$ cat src/rtl/crop_sequencer_if.sv
`default_nettype none
// ============================================================================
// crop_sequencer_if : pixel stream in/out bundle for the crop sequencer
// Revision: 1.0
// ============================================================================
interface crop_sequencer_if #(
    parameter int PIX_W = 8
);
    logic             in_valid;
    logic             in_ready;
    logic [PIX_W-1:0] in_data;
    logic             out_valid;
    logic             out_ready;
    logic [PIX_W-1:0] out_data;
    logic             out_last;

    modport slave (
        input  in_valid, in_data, out_ready,
        output in_ready, out_valid, out_data, out_last
    );

    modport master (
        output in_valid, in_data, out_ready,
        input  in_ready, out_valid, out_data, out_last
    );
endinterface
`default_nettype wire

$ cat src/rtl/crop_sequencer.sv
`default_nettype none
// ============================================================================
// crop_sequencer : per-image random resized-crop window controller
// Revision: 1.0
// ============================================================================
module crop_sequencer #(
    parameter int IMG_SIZE  = 28,
    parameter int CROP_STEP = 4,
    parameter int PIX_W     = 8
) (
    input  wire logic        clk,
    input  wire logic        reset,
    input  wire logic        start,
    input  wire logic [9:0]  rnd,
    output logic             rnd_step,
    crop_sequencer_if.slave  bus,
    output logic [1:0]       scale_o,
    output logic [4:0]       crop_size_o,
    output logic             busy,
    output logic             done
);

    localparam logic [4:0] c_LAST = 5'(IMG_SIZE - 1);
    localparam logic [4:0] c_SIZE = 5'(IMG_SIZE);

    typedef enum logic [1:0] {
        S_IDLE   = 2'd0,
        S_LATCH  = 2'd1,
        S_STREAM = 2'd2,
        S_DONE   = 2'd3
    } state_t;

    state_t     r_state;
    logic [1:0] r_scale;
    logic [4:0] r_crop;
    logic [4:0] r_x_off;
    logic [4:0] r_y_off;
    logic [4:0] r_row;
    logic [4:0] r_col;
    logic       r_busy;
    logic       r_done;
    logic       r_rnd_step;

    logic [1:0] w_scale;
    logic [4:0] w_crop;
    logic [4:0] w_max_off;
    logic [4:0] w_x_raw;
    logic [4:0] w_y_raw;
    logic [4:0] w_row_end;
    logic [4:0] w_col_end;
    logic       w_stream;
    logic       w_inside;
    logic       w_hs;

    // Window geometry derived from the random word; only consumed in LATCH.
    assign w_scale   = rnd[1:0];
    assign w_crop    = 5'(IMG_SIZE - CROP_STEP * int'(w_scale));
    assign w_max_off = c_SIZE - w_crop;
    assign w_x_raw   = {1'b0, rnd[5:2]};
    assign w_y_raw   = {1'b0, rnd[9:6]};

    // Offset + crop never exceeds IMG_SIZE, so the window end fits in 5 bits.
    assign w_row_end = r_y_off + r_crop - 5'd1;
    assign w_col_end = r_x_off + r_crop - 5'd1;
    assign w_stream  = (r_state == S_STREAM);
    assign w_inside  = (r_row >= r_y_off) && (r_row <= w_row_end) &&
                       (r_col >= r_x_off) && (r_col <= w_col_end);

    // Inside pixels pass straight through; outside pixels are swallowed.
    assign bus.in_ready  = w_stream & (w_inside ? bus.out_ready : 1'b1);
    assign bus.out_valid = w_stream & w_inside & bus.in_valid;
    assign bus.out_data  = bus.in_data;
    assign bus.out_last  = bus.out_valid & (r_row == w_row_end) & (r_col == w_col_end);
    assign w_hs          = bus.in_valid & bus.in_ready;

    assign scale_o     = r_scale;
    assign crop_size_o = r_crop;
    assign busy        = r_busy;
    assign done        = r_done;
    assign rnd_step    = r_rnd_step;

    always_ff @(posedge clk or posedge reset) begin
        if (reset) begin
            r_state    <= S_IDLE;
            r_scale    <= 2'd0;
            r_crop     <= 5'd0;
            r_x_off    <= 5'd0;
            r_y_off    <= 5'd0;
            r_row      <= 5'd0;
            r_col      <= 5'd0;
            r_busy     <= 1'b0;
            r_done     <= 1'b0;
            r_rnd_step <= 1'b0;
        end else begin
            case (r_state)
                S_IDLE: begin
                    r_done     <= 1'b0;
                    r_rnd_step <= 1'b0;
                    if (start) begin
                        r_state <= S_LATCH;
                        r_busy  <= 1'b1;
                    end
                end
                S_LATCH: begin
                    r_scale <= w_scale;
                    r_crop  <= w_crop;
                    r_x_off <= (w_x_raw > w_max_off) ? w_max_off : w_x_raw;
                    r_y_off <= (w_y_raw > w_max_off) ? w_max_off : w_y_raw;
                    r_row   <= 5'd0;
                    r_col   <= 5'd0;
                    r_state <= S_STREAM;
                end
                S_STREAM: begin
                    if (w_hs) begin
                        if (r_col == c_LAST) begin
                            r_col <= 5'd0;
                            if (r_row == c_LAST) begin
                                r_state    <= S_DONE;
                                r_done     <= 1'b1;
                                r_rnd_step <= 1'b1;
                            end else begin
                                r_row <= r_row + 5'd1;
                            end
                        end else begin
                            r_col <= r_col + 5'd1;
                        end
                    end
                end
                S_DONE: begin
                    r_done     <= 1'b0;
                    r_rnd_step <= 1'b0;
                    r_busy     <= 1'b0;
                    r_state    <= S_IDLE;
                end
                default: begin
                    r_state <= S_IDLE;
                    r_busy  <= 1'b0;
                end
            endcase
        end
    end

endmodule
`default_nettype wire

$ cat src/flat_wrapper.sv
// flat-port wrapper written by rule: the top's interface ports become plain ports
module crop_sequencer_flat 
#(
    parameter int IMG_SIZE  = 28,
    parameter int CROP_STEP = 4,
    parameter int PIX_W     = 8
)
  (clk, reset, start, rnd, rnd_step, scale_o, crop_size_o, busy, done, bus_in_valid, bus_in_data, bus_out_ready, bus_in_ready, bus_out_valid, bus_out_data, bus_out_last);
  crop_sequencer_if #(.PIX_W(PIX_W)) bus_i ();
  input  wire logic clk;
  input  wire logic reset;
  input  wire logic start;
  input  wire logic [9:0] rnd;
  output logic rnd_step;
  output logic [1:0] scale_o;
  output logic [4:0] crop_size_o;
  output logic busy;
  output logic done;
  input wire logic [$bits(bus_i.in_valid)-1:0] bus_in_valid;
  input wire logic [$bits(bus_i.in_data)-1:0] bus_in_data;
  input wire logic [$bits(bus_i.out_ready)-1:0] bus_out_ready;
  output wire logic [$bits(bus_i.in_ready)-1:0] bus_in_ready;
  output wire logic [$bits(bus_i.out_valid)-1:0] bus_out_valid;
  output wire logic [$bits(bus_i.out_data)-1:0] bus_out_data;
  output wire logic [$bits(bus_i.out_last)-1:0] bus_out_last;
  assign bus_i.in_valid = bus_in_valid;
  assign bus_i.in_data = bus_in_data;
  assign bus_i.out_ready = bus_out_ready;
  assign bus_in_ready = bus_i.in_ready;
  assign bus_out_valid = bus_i.out_valid;
  assign bus_out_data = bus_i.out_data;
  assign bus_out_last = bus_i.out_last;
  crop_sequencer #(.IMG_SIZE(IMG_SIZE), .CROP_STEP(CROP_STEP), .PIX_W(PIX_W)) u_core (.clk(clk), .reset(reset), .start(start), .rnd(rnd), .rnd_step(rnd_step), .bus(bus_i), .scale_o(scale_o), .crop_size_o(crop_size_o), .busy(busy), .done(done));
endmodule
$ cat config.mk
export PLATFORM = sky130hd
export DESIGN_NAME = crop_sequencer_flat
export DESIGN_NICKNAME = d
export VERILOG_FILES = /design/src/rtl/crop_sequencer_if.sv /design/src/rtl/crop_sequencer.sv /design/src/flat_wrapper.sv
export SDC_FILE = /design/constraint.sdc
export NUM_CORES = 1
export LEC_CHECK = 0
export ABC_AREA = 1
export ABC_CLOCK_PERIOD_IN_PS = 4100
export BUFFER_PORTS_ARGS = -buffer_cell sky130_fd_sc_hd__buf_2
export CAP_MARGIN = 20
export CORE_MARGIN = 1.5
export CORE_UTILIZATION = 28
export DETAILED_ROUTE_END_ITERATION = 10
export GPL_ROUTABILITY_DRIVEN = 0
export SLEW_MARGIN = 20
export SYNTH_ARGS = -nofsm -noshare
export SYNTH_HDL_FRONTEND = slang
export SYNTH_SLANG_ARGS = --single-unit
$ cat constraint.sdc
create_clock -name clk -period 4.1 [get_ports clk]
set_input_delay 0.205 -clock clk [delete_from_list [all_inputs] [get_ports clk]]
set_output_delay 0.205 -clock clk [all_outputs]
set_load 0.1 [all_outputs]
### After elaboration in Yosys (flattened, before gate mapping)

Cells that the tools add are included.

* add/sub/neg operators: 8
* $lt $le $gt $ge: 6
* eq/ne operators: 12
* mux-type cells: 21
* bitwise gates (word level): 6
* reduce and logical (&&, ||, !) cells: 13

Operators by type and width (number)
* 5-bit two-way mux: 7
* 5-bit one-hot mux with 2 select lines: 2
* 4-bit AND reduction: 3
* 5-bit by 1-bit adder with 5-bit output (second input constant): 2
* 5-bit adder: 2
* 5-bit equality test: 2
* 5-bit equality test (second input constant): 2
* 5-bit >= comparator: 2
* 4-bit by 5-bit > comparator with 1-bit output: 2
* 5-bit less-or-equal comparator: 2
* 2-bit inequality test (second input constant): 5
* 5-bit by 1-bit subtractor with 5-bit output (second input constant): 2
* 2-bit two-way mux: 4
* 2-bit one-hot mux with 4 select lines: 1
* 1-bit AND: 6
* 2-bit nonzero test: 3
* 1-bit two-way mux: 5
* 5-bit by 4-bit subtractor with 5-bit output (first input constant): 1
* 5-bit subtractor (first input constant): 1
* 2-bit equality test (second input constant): 2
* 1-bit one-hot mux with 2 select lines: 2
* 2-bit AND reduction: 2
* 1-bit logical AND: 3
* 2-bit by 1-bit equality test with 1-bit output (second input constant): 1
* 2 further kinds: 2

* register bits: 31
* bits of input ports: 23
* output and inout port bits: 21
* word-level logic and storage cells: 75

### Longest topological paths before layout

* word-level depth: 11
* depth in mapped cells: 21
* mapped depth without buffers: 21

### Worst setup path before layout

No wires, ideal clock.

* kind: flip-flop to output port
* start point: register u_core.r_crop[3], in the netlist u_core.crop_size_o[3]
* end point: output bus_out_last
* data arrival time: 5.737 ns
* required time: 3.895 ns
* setup slack: -1.842 ns
* stages on the path, launching flop included: 18
* path buffers: 0
* path through: dfrtp_1 inv_1 ha_1 inv_1 ha_1 a21oi_1 o21ai_0 xor2_1 ha_1 nand2_1 nor2_1 nor2_1 nand2_1 nand2_1 nand2_1 nor2_2 nand2_1 nor4_1

* cells in the longest elaborated chain, start to end: 10
* elaborated cells between the ends (all ways): 15
* those cells by class: 4 x add/sub; 2 x order compare; 2 x eq/ne; 4 x bitwise; 3 x reduce/logical

RTL lines
* from (decl): line crop_sequencer.sv:35 `logic [4:0] r_crop;`
* from (signal assigned): line crop_sequencer.sv:106 `r_crop <= w_crop;`
* 5-bit adder: line crop_sequencer.sv:63 `assign w_row_end = r_y_off + r_crop - 5'd1;`
* 5-bit by 1-bit subtractor with 5-bit output: line crop_sequencer.sv:63
* 5-bit less-or-equal comparator: line crop_sequencer.sv:66 `assign w_inside = (r_row >= r_y_off) && (r_row <= w_row_end) &&`
* 1-bit logical AND (2 in a row): line crop_sequencer.sv:66
* 1-bit logical AND: line crop_sequencer.sv:67 `(r_col >= r_x_off) && (r_col <= w_col_end);`
* 1-bit AND (2 in a row): line crop_sequencer.sv:71 `assign bus.out_valid = w_stream & w_inside & bus.in_valid;`
* 1-bit AND: line crop_sequencer.sv:73 `assign bus.out_last = bus.out_valid & (r_row == w_row_end) & (r_col == w_col_end);`
* 1-bit AND *: line crop_sequencer.sv:73
* to (decl): line flat_wrapper.sv:25 `output wire logic [$bits(bus_i.out_last)-1:0] bus_out_last;`

Mark *: on every way between the ends. The rest lies on a longest branch, timed or not.

### Final worst setup path

Ends and elaborated chain as after synthesis.

==> metrics.md <==
| Metric | Value |
|---|---|
| Syn_area_per_cell | 7.72 um2 |
| PwrDens | 805 nW/um2 |
| Kind of critical path | reg -> out |
| Synth area leader | dfrtp_1 |
| Pwr Total | 2.15 mW |
| Commonest non-fill, non-tap cell in the layout | nand2_1 |
| Mapped cell area | 2410 um2 |
| Area Overhead vs Synth | 10.7% |
| Clock Latency Late Sink | 0.28 ns |
| Fin area | 2670 um2 |
| Max Fanout on Critical Path | 3 |
| Top cells by area, synth | dfrtp_1 (28%), ha_1 (20%), nand2_1 (10%) |
| Hold path start | rnd[1] |
| YS warnings | 0 |
| First-pass GRT wire length | 8.47 mm |
| Startpoint Class | flip-flop |
| Root Buffer | clkbuf_8 |
| RR Startpoint | u_core.crop_size_o[3] |
| Pre-CTS setup slack | 0.779 ns |
| Boundary Pins | 44 |
| Sequential area share after synthesis | 28.1% |
| Yosys reg bits | 27 |
| Setup slack, reg-to-reg | 1.07 ns |
| Clock skew | 0.00811 ns |
| Core ar. | 8260 um2 |
| Diodes inserted | 0 |
| Htree depth | 1 |
| Cell variety after synth | 33 |
| Initial core utilization | 29.2% |
| Via density | 4.42 |
| Max cap viols | 0 |
| Initial DRC Count | 73 |
| Number of global-route vias before repair | 1852 |
| Post-CTS Setup Bufs | 0 |
| Congestion Overflow GR | 0 |
| Multi-input gate area | 1440 um2 |
| I/O Buffers | 25 |
| Reg-to-reg critical path endpoint | u_core.r_col[1] |
| WP data required | 3.89 ns |
| Post-synth top area share | 28.1% |
| GRT Total Usage | 11.8% |
| Final min period | 3.66 ns |
| Reg area | 676 um2 |
| Layout Nets | 395 |
| Num CTS Buffers | 3 |
| Share of layout cells above drive strength 1 | 13.3% |
| CTS tree | built |
| WP data arrival | 3.45 ns |
| Worst hold path endpoint | u_core.scale_o[1] |
| 1st-pass router iterations | 4 |
| Rows | 33 |
| Most frequent cells in the layout | nand2_1 (67), inv_1 (56), ha_1 (39) |
| LEAKAGE | 1.44 nW |
| ANT nets after route | 0 |
| Largest net degree at the start of global routing | 19 |
| Worst slew margin | 58.9% |
| Post-Route WL | 4.89 mm |
| Worst IR Drop VDD | 0.000402 V |
| Post-detailed-route DRC marker count | 0 |
| Fillers | 888 |
| Worst min path class | in -> reg |
| Via Count | 1924 |
| RSZ-0062 raised after global routing | no |
| Hold Crit Depth | 3 |
| Tcrit/Tclk final | 89.2% |
| Slew Viols, Final | 0 |
| Type of element capturing the critical path | output port |
| Post-DP HPWL | 3.94 mm |
| Post-CTS Resized | 0 |
| Setup WS post-layout | 0.443 ns |
| Slew @ Worst Pin | 0.615 ns |
| Worst-path clk slew | 0.09 ns |
| Count of final hold-check violations | 0 |
| Syn Inst Count | 312 |
| R2R cell count | 20 |
| Die height | 95.7 um |
| Status | finished, final reports clean |
| Hold buffers post-CTS | 1 |
| Initial antenna violation count | 0 |
| Dpl cell area | 2610 um2 |
| Clk buf depth | 2 |
| Achievable Freq | 273 MHz |
| # setup viols final | 0 |
| Die area | 9160 um2 |
| Die Wd | 95.7 um |
| Routed wire per std cell | 11.2 um |
| Clock tree sinks | 27 |
[power breakdown]
group	switching (mW)	internal (mW)	total, mW
registers	0.0698	0.361	0.431
clock network	0.0892	0.0699	0.159
logic	1.08	0.479	1.56
total	1.24	0.910	2.15
[synthesized netlist by cell type, drive strengths merged]
master / n
dfrtp: 27
buf: 13
o32ai: 2
nor3b: 1
o21ai: 21
nand2: 72
ha: 39
fa: 2
o21a: 2
conb: 1
xor2: 5
nand3: 16
nor2: 23
a211oi: 1
xnor2: 2
or2: 4
nor4: 1
o31ai: 1
inv: 56
a21oi: 8
nor3: 2
nand4: 12
clkbuf: 1
[through the flow]
step / instances / utilization (%) / hold slack (ns) / setup TNS (ns)
4_1_cts: 435 / 32.3 / 0.185 / 0
6_report: 435 / 32.3 / 0.191 / 0
3_5_place_dp: 430 / 31.6 / 0.302 / 0
2_1_floorplan: 313 / - / 0.258 / -0.107
5_1_grt: 435 / 32.3 / 0.211 / 0
3_3_place_gp: 429 / 31.3 / 0.411 / 0
[critical path, stage by stage (launching register included)]
cell and delay, ns:
dfrtp_1 0.38, inv_1 0.07, ha_1 0.27, inv_1 0.04, ha_1 0.33, a21oi_1 0.14, o21ai_0 0.11, xor2_1 0.16
ha_1 0.30, nand2_1 0.08, nor2_2 0.11, nand3_1 0.15, nand2_1 0.10, nand2_1 0.06, nor2_2 0.11, nand2_1 0.12
nor4_4 0.17, buf_2 0.47
[registers in the layout, summed over array words and instances (netlist names)]
register            cells
u_core.r_col            5
u_core.r_row            5
u_core.r_x_off          4
u_core.r_y_off          4
u_core.crop_size_o      3
u_core.r_state          2
u_core.scale_o          2
u_core.busy             1
u_core.done             1
[worst max path at each step]
stage                     startpoint           end  slack [ns]  cells after the start
4_1_cts        u_core.crop_size_o[3]  bus_out_last        0.45                     17
5_1_grt        u_core.crop_size_o[3]  bus_out_last        0.20                     17
3_5_place_dp   u_core.crop_size_o[3]  bus_out_last        0.78                     17
2_1_floorplan  u_core.crop_size_o[3]  bus_out_last       -0.11                     16
3_3_place_gp   u_core.crop_size_o[3]  bus_out_last        0.87                     17
6_report       u_core.crop_size_o[3]  bus_out_last        0.44                     17
[metal layers]
layer	vias up	wire length, um	global-route usage (%)
met5	-	0	0
met4	0	40	2.70
met3	2	219	2.37
met2	42	2040	18.4
met1	853	2590	16.6
li1	1027	-	-
[cells by family after synthesis]
logic type                 Yosys count  synth area share [%]
and+or+nand+nor                    131                  26.3
buffers and inverters               70                  13.0
adders and majority gates           41                  21.9
AOI/OAI and AO/OA                   35                  8.00
DFF                                 27                  28.1
xor gates and xnor gates             7                  2.55
other                                1                 0.156
[area by class of cell]
| cell class | count | share of cell area (%) |
|---|---|---|
| clock buffers | 4 | 1.69 |
| flip-flops and latches | 27 | 25.4 |
| repair buffers | 27 | 6.10 |
| well taps | 105 | 4.93 |
| inverters | 56 | 7.89 |
| multi-input cells | 216 | 54.0 |
No activity file was read; power rests on OpenSTA's default activity.
